### config.mk
export PLATFORM = sky130hd
export DESIGN_NAME = pc_fetch_unit
export DESIGN_NICKNAME = d
export VERILOG_FILES = /design/src/rtl/pc_fetch_unit_pkg.sv /design/src/rtl/pc_fetch_unit_next_pc_calc.sv /design/src/rtl/pc_fetch_unit.sv
export SDC_FILE = /design/constraint.sdc
export NUM_CORES = 1
export LEC_CHECK = 0
export CAP_MARGIN = 20
export CORE_MARGIN = 2
export CORE_UTILIZATION = 45
export DETAILED_ROUTE_END_ITERATION = 12
export GPL_ROUTABILITY_DRIVEN = 1
export MAX_ROUTING_LAYER = met4
export PLACE_DENSITY = 0.78
export SETUP_SLACK_MARGIN = 0.05
export SYNTH_ARGS = -nofsm -noshare
export SYNTH_HDL_FRONTEND = slang
export SYNTH_SLANG_ARGS = --single-unit
### constraint.sdc
create_clock -name clk -period 4.3 [get_ports clk]
set_input_delay 0.86 -clock clk [delete_from_list [all_inputs] [get_ports clk]]
set_output_delay 0.86 -clock clk [all_outputs]
set_load 0.01 [all_outputs]
### src/rtl/pc_fetch_unit_pkg.sv
// rtl/pc_fetch_unit_pkg.sv - shared opcodes, state encoding and word width for the fetch stage
package pc_fetch_unit_pkg;

  localparam int WORD_W = 32;

  localparam logic [5:0] OP_BEQ  = 6'b000100;
  localparam logic [5:0] OP_BNE  = 6'b000101;
  localparam logic [5:0] OP_J    = 6'b000010;
  localparam logic [5:0] OP_HALT = 6'b111111;

  typedef enum logic [1:0] {
    S_BOOT = 2'd0,
    S_RUN  = 2'd1,
    S_HALT = 2'd2
  } fetch_state_t;

endpackage

### src/rtl/pc_fetch_unit_next_pc_calc.sv
// rtl/pc_fetch_unit_next_pc_calc.sv - combinational next-pc selection for seq, beq/bne and j
module next_pc_calc
  import pc_fetch_unit_pkg::*;
#(
  parameter logic [5:0] HALT_OPCODE = OP_HALT
) (
  input  logic [WORD_W-1:0] pc,
  input  logic [WORD_W-1:0] instruction,
  input  logic              alu_zero,
  output logic [WORD_W-1:0] next_pc,
  output logic              is_halt
);

  logic [5:0]        op;
  logic [15:0]       imm;
  logic [WORD_W-1:0] seq_pc;
  logic [WORD_W-1:0] branch_pc;
  logic [WORD_W-1:0] jump_pc;

  assign op        = instruction[31:26];
  assign imm       = instruction[15:0];
  assign seq_pc    = pc + 32'd4;
  // Signed word offset relative to the following instruction.
  assign branch_pc = seq_pc + {{14{imm[15]}}, imm, 2'b00};
  assign jump_pc   = {seq_pc[31:28], instruction[25:0], 2'b00};
  assign is_halt   = (op == HALT_OPCODE);

  always_comb begin
    next_pc = seq_pc;
    case (op)
      OP_BEQ:  next_pc = alu_zero ? branch_pc : seq_pc;
      OP_BNE:  next_pc = alu_zero ? seq_pc : branch_pc;
      OP_J:    next_pc = jump_pc;
      default: next_pc = seq_pc;
    endcase
  end

endmodule

### src/rtl/pc_fetch_unit.sv
// rtl/pc_fetch_unit.sv - program counter register, fetch FSM, halt/fault detection and retire counter
module pc_fetch_unit
  import pc_fetch_unit_pkg::*;
#(
  parameter logic [31:0] RESET_PC    = 32'h0000_0000,
  parameter int          IMEM_WORDS  = 64,
  parameter logic [5:0]  HALT_OPCODE = 6'b111111
) (
  input  logic        clk,
  input  logic        rst_n,
  input  logic        stall,
  input  logic [31:0] instruction,
  input  logic        alu_zero,
  output logic [31:0] pc,
  output logic [31:0] pc_plus4,
  output logic        pc_valid,
  output logic        halted,
  output logic        fault,
  output logic [31:0] retired_count
);

  localparam logic [WORD_W-1:0] PC_LIMIT = WORD_W'(IMEM_WORDS * 4);

  fetch_state_t      state;
  fetch_state_t      state_next;
  logic [WORD_W-1:0] next_pc;
  logic              is_halt;
  logic              retire;
  logic              out_of_range;

  next_pc_calc #(
    .HALT_OPCODE(HALT_OPCODE)
  ) u_next_pc_calc (
    .pc         (pc),
    .instruction(instruction),
    .alu_zero   (alu_zero),
    .next_pc    (next_pc),
    .is_halt    (is_halt)
  );

  assign pc_plus4     = pc + 32'd4;
  assign retire       = (state == S_RUN) && !stall;
  assign out_of_range = !is_halt && (next_pc >= PC_LIMIT);

  always_ff @(posedge clk) begin
    if (!rst_n) begin
      state <= S_BOOT;
    end else begin
      state <= state_next;
    end
  end

  always_comb begin
    state_next = state;
    case (state)
      S_BOOT:  state_next = S_RUN;
      S_RUN:   if (retire && (is_halt || out_of_range)) state_next = S_HALT;
      S_HALT:  state_next = S_HALT;
      default: state_next = S_BOOT;
    endcase
  end

  always_comb begin
    pc_valid = 1'b0;
    halted   = 1'b0;
    case (state)
      S_RUN:   pc_valid = 1'b1;
      S_HALT:  halted   = 1'b1;
      default: ;
    endcase
  end

  // The halting instruction still counts as retired; only normal retires move pc.
  always_ff @(posedge clk) begin
    if (!rst_n) begin
      pc            <= RESET_PC;
      retired_count <= '0;
      fault         <= 1'b0;
    end else if (retire) begin
      retired_count <= retired_count + 32'd1;
      if (!is_halt && !out_of_range) begin
        pc <= next_pc;
      end
      if (out_of_range) begin
        fault <= 1'b1;
      end
    end
  end

endmodule

-- Yosys cells after proc, flatten, opt, wreduce, memory -nomap -nowiden
Index checks and enable logic that the tools add are counted.
- input bits: 36
- bits in registers: 67
- mux-type cells: 7
- magnitude comparators: 1
- reduce and logical (&&, ||, !) cells: 11
- eq/ne operators: 7
- add/subtract/negate cells: 3
- operators by type and width (kind ; number):
    $pmux 32 s3 ; 1
    $mux 32 ; 2
    $add 32x1->32 const B ; 1
    $add 32x3->32 const B ; 1
    $add 32x32->32 ; 1
    $ge 32x9->1 const B ; 1
    $eq 6x3->1 const B ; 2
    $eq 6x2->1 const B ; 1
    $eq 6x6->1 const B ; 1
    $pmux 2 s3 ; 1
    $logic_and 1x1->1 ; 4
    $reduce_and 2->1 ; 2
    $logic_not 1->1 ; 3
    $eq 2x1->1 const B ; 1
    $eq 2x2->1 const B ; 1
    $logic_not 2->1 ; 1
    $mux 1 ; 2
    $mux 2 ; 1
    $ne 2x1->1 const B ; 1
    $logic_or 1x1->1 ; 1

-- Longest topological paths before layout
- depth in word-level cells: 10
- gate-level depth with buffers: 20
- depth with buffers taken out: 17

-- Cells and area by module
From an unflattened synthesis, not the netlist that was laid out.
- cells, all modules: 765
- area total of the unflattened synthesis: 5977.0 um^2
- modules (own cells, without submodules) (module ; times used ; sequential area each (um^2) ; cells each ; area an instance (um^2)):
    pc_fetch_unit ; 1 ; 1341.3 ; 382 ; 3374.5
    next_pc_calc ; 1 ; 0.0 ; 383 ; 2602.5

-- Worst setup path after synthesis
OpenSTA, ideal clock, no wires.
- path type: flip-flop to flip-flop
- from: register pc[2]
- to: register pc[10]
- arrival: 4531 ps
- data required time: 4185 ps
- slack: -346 ps
- setup time: 115 ps
- period minus slack after synthesis: 4646 ps
- cell stages (with the launch flop): 20
- cell sequence: dfxtp_1 > ha_1 > nand3_1 > or2_1 > or4_4 > xnor2_1 > ha_1 > clkbuf_1 > a21o_1 > a21o_1 > a21oi_1 > nor2b_1 > nand2_1 > a2bb2oi_1 > a2111oi_1 > a31o_1 > buf_2 > a31oi_4 > buf_6 > and2_1
- word-level cells in the longest chain between the ends: 9
- ends and longest elaborated chain (what ; line ; RTL):
    from (decl) ; pc_fetch_unit.sv:14 ; output logic [31:0] pc,
    from (signal assigned) ; pc_fetch_unit.sv:82 ; pc <= next_pc;
    $add 32x3->32 * ; n/a ;
    named net pc_plus4[26] ; pc_fetch_unit.sv:15 ; output logic [31:0] pc_plus4,
    $add 32x32->32 ; pc_fetch_unit_next_pc_calc.sv:24 ; assign branch_pc = seq_pc + {{14{imm[15]}}, imm, 2'b00};
    $mux 32, on equally long branches ; pc_fetch_unit_next_pc_calc.sv:32, pc_fetch_unit_next_pc_calc.sv:31 ;
    $pmux 32 s3 * ; pc_fetch_unit_next_pc_calc.sv:30 ; case (op)
    $ge 32x9->1 * ; pc_fetch_unit.sv:43 ; assign out_of_range = !is_halt && (next_pc >= PC_LIMIT);
    $logic_and 1x1->1 * ; pc_fetch_unit.sv:43 ;
    $logic_not 1->1 * ; pc_fetch_unit.sv:81 ; if (!is_halt && !out_of_range) begin
    $logic_and 1x1->1 * ; pc_fetch_unit.sv:81 ;
    $reduce_and 2->1 (no line) * ; n/a ;
Mark *: on every way through the listed nets, which the timed path passes. The rest lies on a longest branch.
A chain may end at the register's enable or synchronous reset.

-- Worst setup path after layout
- from: register pc[18]
- to: register pc[14]
- word-level cells in the longest chain between the ends: 9
- ends and longest elaborated chain (what ; line ; RTL):
    $add 32x3->32 * ; pc_fetch_unit_next_pc_calc.sv:22 ; assign seq_pc = pc + 32'd4;
    $add 32x32->32 ; pc_fetch_unit_next_pc_calc.sv:24 ;
    $mux 32, on equally long branches ; pc_fetch_unit_next_pc_calc.sv:32, pc_fetch_unit_next_pc_calc.sv:31 ;
    $pmux 32 s3 * ; pc_fetch_unit_next_pc_calc.sv:30 ;
    $ge 32x9->1 * ; pc_fetch_unit.sv:43 ;
    $logic_and 1x1->1 * ; pc_fetch_unit.sv:43 ;
    $logic_not 1->1 * ; pc_fetch_unit.sv:81 ;
    $logic_and 1x1->1 * ; pc_fetch_unit.sv:81 ;
    $reduce_and 2->1 (no line) * ; n/a ;
Every way passes the cells marked *; elsewhere a longest branch is shown, timed or not.

==> summary.txt <==
Run status
  – Outcome: finished, violations left
  – Violated checks: setup timing

Clocking
  – Sink Count: 67
  – Max clock buf depth: 2
  – Cts hold-fix bufs: 0
  – CTS tree: built
  – H-tree Lvls: 3
  – Cts bufs inserted: 9
  – Clk pin slew, worst setup/hold paths: 0.05 ns
  – Clock Latency Late Sink: 0.33 ns
  – Clk root buf: clkbuf_16

Routing
  – Routed Antenna Nets: 0
  – Drt total wl: 22500 um
  – 1st-iter DRT viols: 570
  – Remaining DRCs: 0
  – Pre-antenna DRT Iters: 5
  – Post-DR wirelength/cell: 19.5 um
  – Via/cell ratio: 5.95
  – DR vias: 6840

Setup path
  – R2r setup slk: -0.04 ns
  – CP Launch Point: pc[18]
  – CP Launch Type: register
  – CP Data Required Time: 4.52 ns
  – WP data arrival: 4.56 ns
  – Crit path cell chain: nand4_1 > buf_4 > nor3_1 > buf_4 > nand4_1 > nor2_1 > xor2_1 > ha_1 > buf_4 > a21o_1 > a21oi_2 > nor2b_4 > nand2_2 > a2bb2oi_4 > a2111oi_4 > a31o_4 > buf_12 > a31oi_4 > and2_4
  – Crit end category: register
  – Worst-path fanout max: 6
  – Source of the worst register-to-register timing path: pc[18]
  – Crit Path Category: reg2reg
  – Worst R2R Path Depth: 19
  – Cell mode on critical path: buf_4
  – Worst path max stage delay: 0.44 ns
  – Critical path's slowest cell: a2111oi_4
  – RR Endpoint: pc[14]
  – Critical Path Sink: pc[14]

Die
  – Die Height: 115 um
  – # rows: 40
  – Die width: 115 um
  – Die area: 13100 um2
  – Core Area: 12000 um2
  – Initial Utilization: 46.1%
  – I/O Pins: 135

Place
  – Hpwl dp: 16500 um
  – Place WS: -0.341 ns
  – GPL Wtd Cong: 0.953
  – I/O Buffers: 134

Yosys
  – Seq cells post-synth: 67
  – Largest cells by area after synthesis: dfxtp_1 (24%), ha_1 (8.4%), xnor2_1 (5.9%)
  – Synth Cell Area: 5510 um2
  – Mapped Cells: 707
  – Post-synth EDFFs: 0
  – Asr flop ratio synth: 0%
  – Sequential cell area fraction in the yosys report: 24.3%
  – Top_reg_cell synth: dfxtp_1
  – Area leader, netlist: dfxtp_1
  – Post-synth net total: 781
  – Syn avg cell area: 7.80 um2
  – Synth top area share: 24.3%
  – Cell variety after synth: 71
  – YS warnings: 0

Timing
  – Tmin final: 4.34 ns
  – Slew @ Worst Pin: 0.950 ns
  – Relative slew slack: 36.6%
  – Worst hold slack: 0.489 ns
  – Max-slew violations: 0
  – Final hold viol count: 0
  – RSZ-0062 raised after global routing: true
  – Final setup skew: 0.00569 ns
  – Final setup violation count: 18
  – Fmax: 231 MHz
  – Crit share post-route: 101%
  – Final worst setup slack: -0.0369 ns

GRT
  – Pin count of the biggest net entering global routing: 35
  – Grt ovf: 0
  – Total Routing Usage GR: 33.0%
  – Initial antenna violation count: 0
  – Vias in the first global route: 6540
  – First-pass GRT wire length: 33100 um

Run
  – MaxCap Viol Count: 0

Finish
  – ANT cells: 0
  – P&R area growth vs syn: 68.4%
  – Fraction of layout cells with a size suffix above 1: 31.9%
  – Nets@finish: 1071
  – Fill cell count: 817
  – Most frequent cells in the layout: buf_4 (170), clkdlybuf4s50_1 (134), nand2_1 (66), nor2_1 (54), dfxtp_1 (54)
  – Most common cell after layout, fill and taps aside: buf_4

Power and ir drop
  – Worst vdd ir: 0.292 mV
  – Lkg Pwr: 3.84 nW
  – Pwr/cell area: 224 nW/um2

Hold path
  – Worst min path class: reg2reg
[flip-flops by register name, summed over array words and instances (netlist names)]
signal	count
pc	32
retired_count	32
fault	1
state	2
[area by class of cell]
type | instances | area (um2) | area share (%)
clock buffers | 10 | 239 | 2.58
clock inverters | 6 | 65.1 | 0.701
inverters | 22 | 82.6 | 0.890
multi-input cells | 587 | 4650 | 50.1
flip-flops and latches | 67 | 1360 | 14.7
well taps | 147 | 184 | 1.98
repair buffers | 310 | 2700 | 29.1
[synth_stat cells, types with 8 or more instances]
cell / count
a21o_1: 8
a21oi_1: 35
a31oi_1: 12
and2_1: 29
and3_1: 15
and4_1: 8
clkbuf_1: 24
dfxtp_1: 67
ha_1: 37
inv_1: 21
mux2i_1: 9
nand2_1: 69
nand3_1: 32
nand4_1: 22
nor2_1: 60
nor3_1: 14
nor4_1: 15
o211ai_1: 9
o21a_1: 9
o21ai_0: 27
xnor2_1: 37
xor2_1: 36
[worst max-delay path: cells and delay by family (launching register included)]
kind | cells | cell delay [ns]
AO/OA/AOI/OAI | 6 | 1.36
XOR/XNOR | 1 | 0.27
adder cells (fa/ha/maj) | 1 | 0.32
buffers and inverters | 4 | 0.68
flip-flops | 1 | 0.34
AND/OR/NAND/NOR | 7 | 1.25
[report_power, final]
part	internal [mW]	total (mW)	switching, mW
Sequential	0.646	0.670	0.0239
Clock	0.463	0.739	0.277
Combinational	0.333	0.671	0.338
Total	1.44	2.08	0.638
[per-stage QoR]
| step | instance area (um2) | util [%] | setup TNS (ns) | instances | power [mW] |
|---|---|---|---|---|---|
| floorplan | 5580 | - | 0 | 707 | 0.989 |
| global placement | 8100 | 67.7 | -7.82 | 1109 | 1.25 |
| detailed placement | 8100 | 67.7 | -10.42 | 1109 | 1.27 |
| CTS | 8760 | 73.2 | 0 | 1134 | 2.04 |
| global route | 9280 | 77.6 | -6.75 | 1149 | 2.17 |
| finish | 9280 | 77.6 | -0.345 | 1149 | 2.08 |
[per-layer routing]
layer,track usage [%],wire (um),vias to the layer above
met3,4.13,1370,77
met2,56.1,11000,307
met1,40.1,9320,3271
met4,12.3,820,0
met5,-,0,-
li1,-,-,3185
[worst min path at each step]
stage	from	to	slack [ns]	cells after the start
after floorplan	state[1]	state[1]	0.45	2
after global placement	state[1]	state[1]	0.46	2
after detailed placement	state[1]	state[1]	0.48	2
after CTS	pc[0]	pc[0]	0.49	1
after global routing	pc[1]	pc[1]	0.52	1
final	pc[0]	pc[0]	0.49	1
[timing repair]
action,4_1_cts,5_1_grt
cloned,1,2
buffers inserted,9,13
pin swaps,48,38
endpoints found under the setup margin,35,35
resized for setup,51,85
[cell families (layout without fill, tap and decap cells)]
| kind of cell | after synthesis | in the layout | synth area share, % |
|---|---|---|---|
| buf+inv | 56 | 348 | 4.34 |
| fa+ha+maj | 38 | 38 | 8.76 |
| flops | 67 | 67 | 24.3 |
| xor+xnor | 73 | 73 | 11.6 |
| simple gates | 296 | 296 | 27.6 |
| compound gates | 168 | 171 | 21.7 |
| mux | 9 | 9 | 1.63 |
Power figures use the tool's default switching activity.
